**src/rtl/gru_seq_if.sv**
```systemverilog
// Stream bundle between the GRU sequencer and its X source / y consumer.
// master: controller view (accepts X, produces y). slave: the attached source/sink.
interface gru_seq_if #(
  parameter int DATA_W = 8
);
  logic [DATA_W-1:0] x_data;
  logic              x_valid;
  logic              x_ready;
  logic [DATA_W-1:0] y_data;
  logic              y_valid;
  logic              y_ready;
  logic              y_last;

  modport master (
    input  x_data, x_valid, y_ready,
    output x_ready, y_data, y_valid, y_last
  );

  modport slave (
    output x_data, x_valid, y_ready,
    input  x_ready, y_data, y_valid, y_last
  );
endinterface

```
**src/rtl/gru_seq_controller.sv**
```systemverilog
// Runs an external combinational GRU/LSTM cell over a sequence of X samples,
// feeding each captured h_out back as the next h_in and streaming it out.
//
// state | meaning
// IDLE  | waiting for start
// LOAD  | x_ready high, waiting for the next X sample
// EVAL  | operands held, cell settling for CELL_LAT cycles
// EMIT  | y_valid held until the consumer takes it
// FIN   | sequence complete, done pulses on the following cycle
module gru_seq_controller #(
  parameter int DATA_W   = 8,
  parameter int LEN_W    = 8,
  parameter int CELL_LAT = 1
) (
  input  logic              clk,
  input  logic              rst,
  input  logic              start,
  input  logic [LEN_W-1:0]  seq_len,
  input  logic [DATA_W-1:0] h_init,
  gru_seq_if.master         strm,
  output logic [DATA_W-1:0] cell_x,
  output logic [DATA_W-1:0] cell_h_in,
  input  logic [DATA_W-1:0] cell_h_out,
  output logic              busy,
  output logic              done,
  output logic [DATA_W-1:0] h_final
);

  localparam int SET_W = (CELL_LAT > 1) ? $clog2(CELL_LAT) : 1;
  localparam logic [SET_W-1:0] SETTLE_LAST = SET_W'(CELL_LAT - 1);

  localparam logic [2:0] S_IDLE = 3'd0;
  localparam logic [2:0] S_LOAD = 3'd1;
  localparam logic [2:0] S_EVAL = 3'd2;
  localparam logic [2:0] S_EMIT = 3'd3;
  localparam logic [2:0] S_FIN  = 3'd4;

  logic [2:0]        state;
  logic [LEN_W-1:0]  len_q;
  logic [LEN_W-1:0]  step;
  logic [SET_W-1:0]  settle;
  logic [DATA_W-1:0] h_reg;
  logic [DATA_W-1:0] y_data_q;
  logic              y_valid_q;
  logic              y_last_q;

  assign busy         = (state != S_IDLE);
  assign strm.x_ready = (state == S_LOAD);
  assign strm.y_data  = y_data_q;
  assign strm.y_valid = y_valid_q;
  assign strm.y_last  = y_last_q;

  always_ff @(posedge clk) begin
    if (rst) begin
      state     <= S_IDLE;
      len_q     <= '0;
      step      <= '0;
      settle    <= '0;
      h_reg     <= '0;
      cell_x    <= '0;
      cell_h_in <= '0;
      y_data_q  <= '0;
      y_valid_q <= 1'b0;
      y_last_q  <= 1'b0;
      h_final   <= '0;
      done      <= 1'b0;
    end else begin
      done <= (state == S_FIN);
      case (state)
        S_IDLE: begin
          if (start) begin
            if (seq_len != '0) begin
              len_q     <= seq_len;
              h_reg     <= h_init;
              cell_h_in <= h_init;
              step      <= '0;
              state     <= S_LOAD;
            end else begin
              h_final <= h_init;
              state   <= S_FIN;
            end
          end
        end
        S_LOAD: begin
          if (strm.x_valid) begin
            cell_x    <= strm.x_data;
            cell_h_in <= h_reg;
            settle    <= '0;
            state     <= S_EVAL;
          end
        end
        S_EVAL: begin
          settle <= settle + 1'b1;
          if (settle == SETTLE_LAST) begin
            h_reg     <= cell_h_out;
            y_data_q  <= cell_h_out;
            y_valid_q <= 1'b1;
            // len_q is never zero here, so the subtraction cannot wrap
            y_last_q  <= (step == len_q - 1'b1);
            state     <= S_EMIT;
          end
        end
        S_EMIT: begin
          if (strm.y_ready) begin
            y_valid_q <= 1'b0;
            y_last_q  <= 1'b0;
            if (y_last_q) begin
              h_final <= h_reg;
              state   <= S_FIN;
            end else begin
              step  <= step + 1'b1;
              state <= S_LOAD;
            end
          end
        end
        S_FIN:   state <= S_IDLE;
        default: state <= S_IDLE;
      endcase
    end
  end

endmodule

```
**src/flat_wrapper.sv**
```systemverilog
// flat-port wrapper written by rule: the top's interface ports become plain ports
module gru_seq_controller_flat 
#(
  parameter int DATA_W   = 8,
  parameter int LEN_W    = 8,
  parameter int CELL_LAT = 1
)
  (clk, rst, start, seq_len, h_init, cell_x, cell_h_in, cell_h_out, busy, done, h_final, strm_x_data, strm_x_valid, strm_y_ready, strm_x_ready, strm_y_data, strm_y_valid, strm_y_last);
  gru_seq_if #(.DATA_W(DATA_W)) strm_i ();
  input  logic clk;
  input  logic rst;
  input  logic start;
  input  logic [LEN_W-1:0] seq_len;
  input  logic [DATA_W-1:0] h_init;
  output logic [DATA_W-1:0] cell_x;
  output logic [DATA_W-1:0] cell_h_in;
  input  logic [DATA_W-1:0] cell_h_out;
  output logic busy;
  output logic done;
  output logic [DATA_W-1:0] h_final;
  input wire logic [$bits(strm_i.x_data)-1:0] strm_x_data;
  input wire logic [$bits(strm_i.x_valid)-1:0] strm_x_valid;
  input wire logic [$bits(strm_i.y_ready)-1:0] strm_y_ready;
  output wire logic [$bits(strm_i.x_ready)-1:0] strm_x_ready;
  output wire logic [$bits(strm_i.y_data)-1:0] strm_y_data;
  output wire logic [$bits(strm_i.y_valid)-1:0] strm_y_valid;
  output wire logic [$bits(strm_i.y_last)-1:0] strm_y_last;
  assign strm_i.x_data = strm_x_data;
  assign strm_i.x_valid = strm_x_valid;
  assign strm_i.y_ready = strm_y_ready;
  assign strm_x_ready = strm_i.x_ready;
  assign strm_y_data = strm_i.y_data;
  assign strm_y_valid = strm_i.y_valid;
  assign strm_y_last = strm_i.y_last;
  gru_seq_controller #(.DATA_W(DATA_W), .LEN_W(LEN_W), .CELL_LAT(CELL_LAT)) u_core (.clk(clk), .rst(rst), .start(start), .seq_len(seq_len), .h_init(h_init), .strm(strm_i), .cell_x(cell_x), .cell_h_in(cell_h_in), .cell_h_out(cell_h_out), .busy(busy), .done(done), .h_final(h_final));
endmodule
```
**config.mk**
```make
export PLATFORM = sky130hd
export DESIGN_NAME = gru_seq_controller_flat
export DESIGN_NICKNAME = d
export VERILOG_FILES = /design/src/rtl/gru_seq_if.sv /design/src/rtl/gru_seq_controller.sv /design/src/flat_wrapper.sv
export SDC_FILE = /design/constraint.sdc
export NUM_CORES = 1
export LEC_CHECK = 0
export BUFFER_PORTS_ARGS = -buffer_cell sky130_fd_sc_hd__buf_4
export CAP_MARGIN = 40
export CELL_PAD_IN_SITES_DETAIL_PLACEMENT = 1
export CELL_PAD_IN_SITES_GLOBAL_PLACEMENT = 2
export CORE_MARGIN = 8
export CORE_UTILIZATION = 33
export CTS_CLUSTER_DIAMETER = 200
export DETAILED_ROUTE_END_ITERATION = 12
export GPL_TIMING_DRIVEN = 0
export PLACE_DENSITY = 0.94
export RECOVER_POWER = 100
export REMOVE_ABC_BUFFERS = 1
export SLEW_MARGIN = 20
export SYNTH_ARGS = -nofsm -noshare
export SYNTH_HDL_FRONTEND = slang
export SYNTH_SLANG_ARGS = --single-unit
```
**constraint.sdc**
```tcl
create_clock -name clk -period 6 [get_ports clk]
set_input_delay 1.8 -clock clk [delete_from_list [all_inputs] [get_ports clk]]
set_output_delay 1.8 -clock clk [all_outputs]
set_load 0.03 [all_outputs]
```
==> metrics.yaml <==
floorplanning:
  fp.coreArea_um2: 8680
  start_util_pct: 34.0
  rows: 34
  die_y_um: 111
  die_w_um: 111
  ios: 74
  dieArea_um2: 12200
sta:
  final.setup.tns_ns: 0
  setup_viol: 0
  min_period_ns: 4.11
  worstMarginPinSlew_ns: 2.66
  timing.final.crit_share_pct: 68.5
  rsz0062_at_grt: "false"
  slew_viol_final: 60
  hold_viol: 0
  fin_skew_ns: 0.0157
  max_slew_margin_pct: -77.5
  clock.fmax_mhz: 243
synthesis:
  synthAdderAreaFrac_pct: 0.849
  synthSimpleGateAreaFrac_pct: 20.1
  synth.largest_area_cell: "dfxtp_1"
  yosys_warnings: 0
  ys_ff_latch: 63
  syn-cell-area_um2: 2950
  ys_seq_area_share_pct: 42.8
  ys.flop_type: "dfxtp_1"
  synthCells: 334
  yosysTopAreaCellShare_pct: 42.8
  syn_area_per_cell_um2: 8.83
  synth_area_leaders: "dfxtp_1, mux2i_1, nor2_1"
  synth-edff-count: 0
  synthMuxAreaShare_pct: 11.2
  post_synth_num_cell_types: 49
  async_flop_share_pct: 0
  synth_xor_area_share_pct: 5.35
  synth_top_family_by_area: "simple AND/OR/NAND/NOR gates"
  synth-compound-area-share_pct: 16.0
cts:
  cts_root_buf: "clkbuf_8"
  numCtsBuffers: 9
  postCtsHoldBufs: 0
  clk_latency_ns: 0.35
  cts_tree: "built"
  post_cts_buffers: 0
  cts_num_sinks: 63
  cts_resized: 0
  clk_path_buf_depth: 2
  clk_pin_slew_ns: 0.08
  htreeDepth: 3
route:
  final_antenna_net_count: 0
  drtPass1Iterations: 4
  routed_via_density: 5.16
  wire_per_inst_um: 16.7
  drt_iter0_drc: 72
  via_count: 2647
  routed_wl_um: 8560
  drc: 0
worst_setup_path:
  r2r_slack_ns: 2.81
  r2r_end: "u_core.step[5]"
  critPathMaxStageDelay_ns: 1.85
  startpoint_type: "input pin"
  arrival_ns: 4.34
  cp.depth: 4
  crit_chain: "clkbuf_1 -> nor4bb_1 -> a41oi_1 -> a21oi_1"
  critPathTopFamily: "buffers and inverters"
  reg2regPathDepth: 5
  cp.required_ns: 6.23
  worst-path-max-fanout: 59
  end_kind: "register"
  critPathSlowestCell: "clkbuf_1"
  worstSetupPathType: "input pin to register"
  timing.rr.start: "u_core.state[0]"
  path_buf_inv: 1
grt:
  grt_pass1_wl_um: 14200
  grt_pass1_vias: 2778
  grt_overflow: 0
  grt_antenna_before_repair: 0
  grt_max_degree: 60
  grt_usage_pct: 13.9
worst_hold_path:
  worstHoldPathCells: 2
  whs_endpoint: "u_core.cell_x[3]"
  worstHoldStart: "u_core.cell_x[3]"
  hold_class: "register to register"
placed_design:
  place_inst: 496
  globalplace.congestion: 0.750
  hpwl_um: 6130
  port_buffers: 73
run:
  maxCapViolCount: 1
power_and_ir_drop:
  power.density_nw_per_um2: 445
  leakage_uw: 0.00145
  ir_drop_v: 0.000151
finish:
  final_cell_count_no_fill: 513
  syn_to_final_growth_pct: 23.6
  drive_above_1_share_pct: 15.8
  nets: 439
  diodes: 0
status:
  status: "complete, but fails checks"
  violations: "capacitance limit, slew limit"
[area by class of cell]
cell class / count / area [µm²]
inverters: 4 / 15.0
clock inverters: 6 / 92.6
multi-input cells: 246 / 1580
clock buffers: 10 / 138
fillers: 1059 / 5030
flip-flops and latches: 63 / 1260
well taps: 108 / 135
repair buffers: 76 / 425
[tightest hold or removal path: stages, from the launching register on]
cell     delay [ns]
dfxtp_1        0.31
nand2_1        0.05
a21oi_1        0.05
[cell families after synthesis]
family                   count (synthesis)
AND/OR/NAND/NOR                        126
AO/OA/AOI/OAI                           67
flip-flops                              63
multiplexers                            33
buffers and inverters                   25
XOR/XNOR                                18
adder cells (fa/ha/maj)                  2
[per-layer routing]
metal / routed length [µm] / vias to the layer above / global-route usage, %
li1: - / 1311 / -
met5: 0 / - / 0
met3: 380 / 7 / 4.06
met4: 93 / 0 / 5.41
met1: 4000 / 1271 / 16.7
met2: 4090 / 58 / 22.8
[synthesized netlist by cell type, types with 2 or more instances]
| cell | count |
|---|---|
| dfxtp_1 | 63 |
| nor2_1 | 51 |
| nand2_1 | 38 |
| mux2i_1 | 33 |
| a21oi_1 | 24 |
| a211oi_1 | 22 |
| xnor2_1 | 15 |
| clkbuf_1 | 10 |
| nand3_1 | 6 |
| nor3_1 | 6 |
| buf_1 | 5 |
| buf_2 | 5 |
| nor4_1 | 5 |
| inv_1 | 4 |
| o21ai_0 | 4 |
| xor2_1 | 3 |
| a211oi_2 | 2 |
| a221oi_1 | 2 |
| ha_1 | 2 |
| nand3b_1 | 2 |
| nand4b_1 | 2 |
| nor3b_1 | 2 |
| or4_4 | 2 |
[worst max path at each step]
stage	from	endpoint	slack (ns)
2_1_floorplan	seq_len[4]	u_core.h_final[5]	2.64
3_3_place_gp	seq_len[4]	u_core.h_final[2]	2.25
3_5_place_dp	seq_len[4]	u_core.h_final[7]	2.20
4_1_cts	u_core.state[0]	busy	2.48
5_1_grt	rst	u_core.strm.y_last	1.48
6_report	rst	u_core.strm.y_last	1.89
[stage by stage]
stage	utilization (%)	hold WS [ns]	power, µW	cell area [µm²]	setup slack (ns)
after CTS	43.7	0.462	1700	3790	2.48
after global routing	42.0	0.485	1730	3640	1.48
final	42.0	0.456	1620	3640	1.89
after detailed placement	41.1	0.451	1260	3560	2.20
after global placement	40.8	0.443	1230	3540	2.25
after floorplan	-	0.463	1020	2860	2.64
[report_power, final]
group	internal, µW	total (µW)	switching (µW)
Combinational	219	613	393
Clock	247	426	178
Sequential	509	585	76.2
Total	975	1620	648
[layout by cell type (no fill, tap or decap), types with 3 or more instances in the layout]
master    count
dfxtp_1      63
nor2_1       51
nand2_1      38
clkbuf_1     38
buf_4        37
mux2i_1      33
a21oi_1      24
a211oi_1     23
xnor2_1      15
clkbuf_8     10
nand3_1       6
nor3_1        6
nor4_1        5
inv_1         4
o21ai_0       4
xor2_1        3
Note: power is estimated with default switching activity, not from simulation.
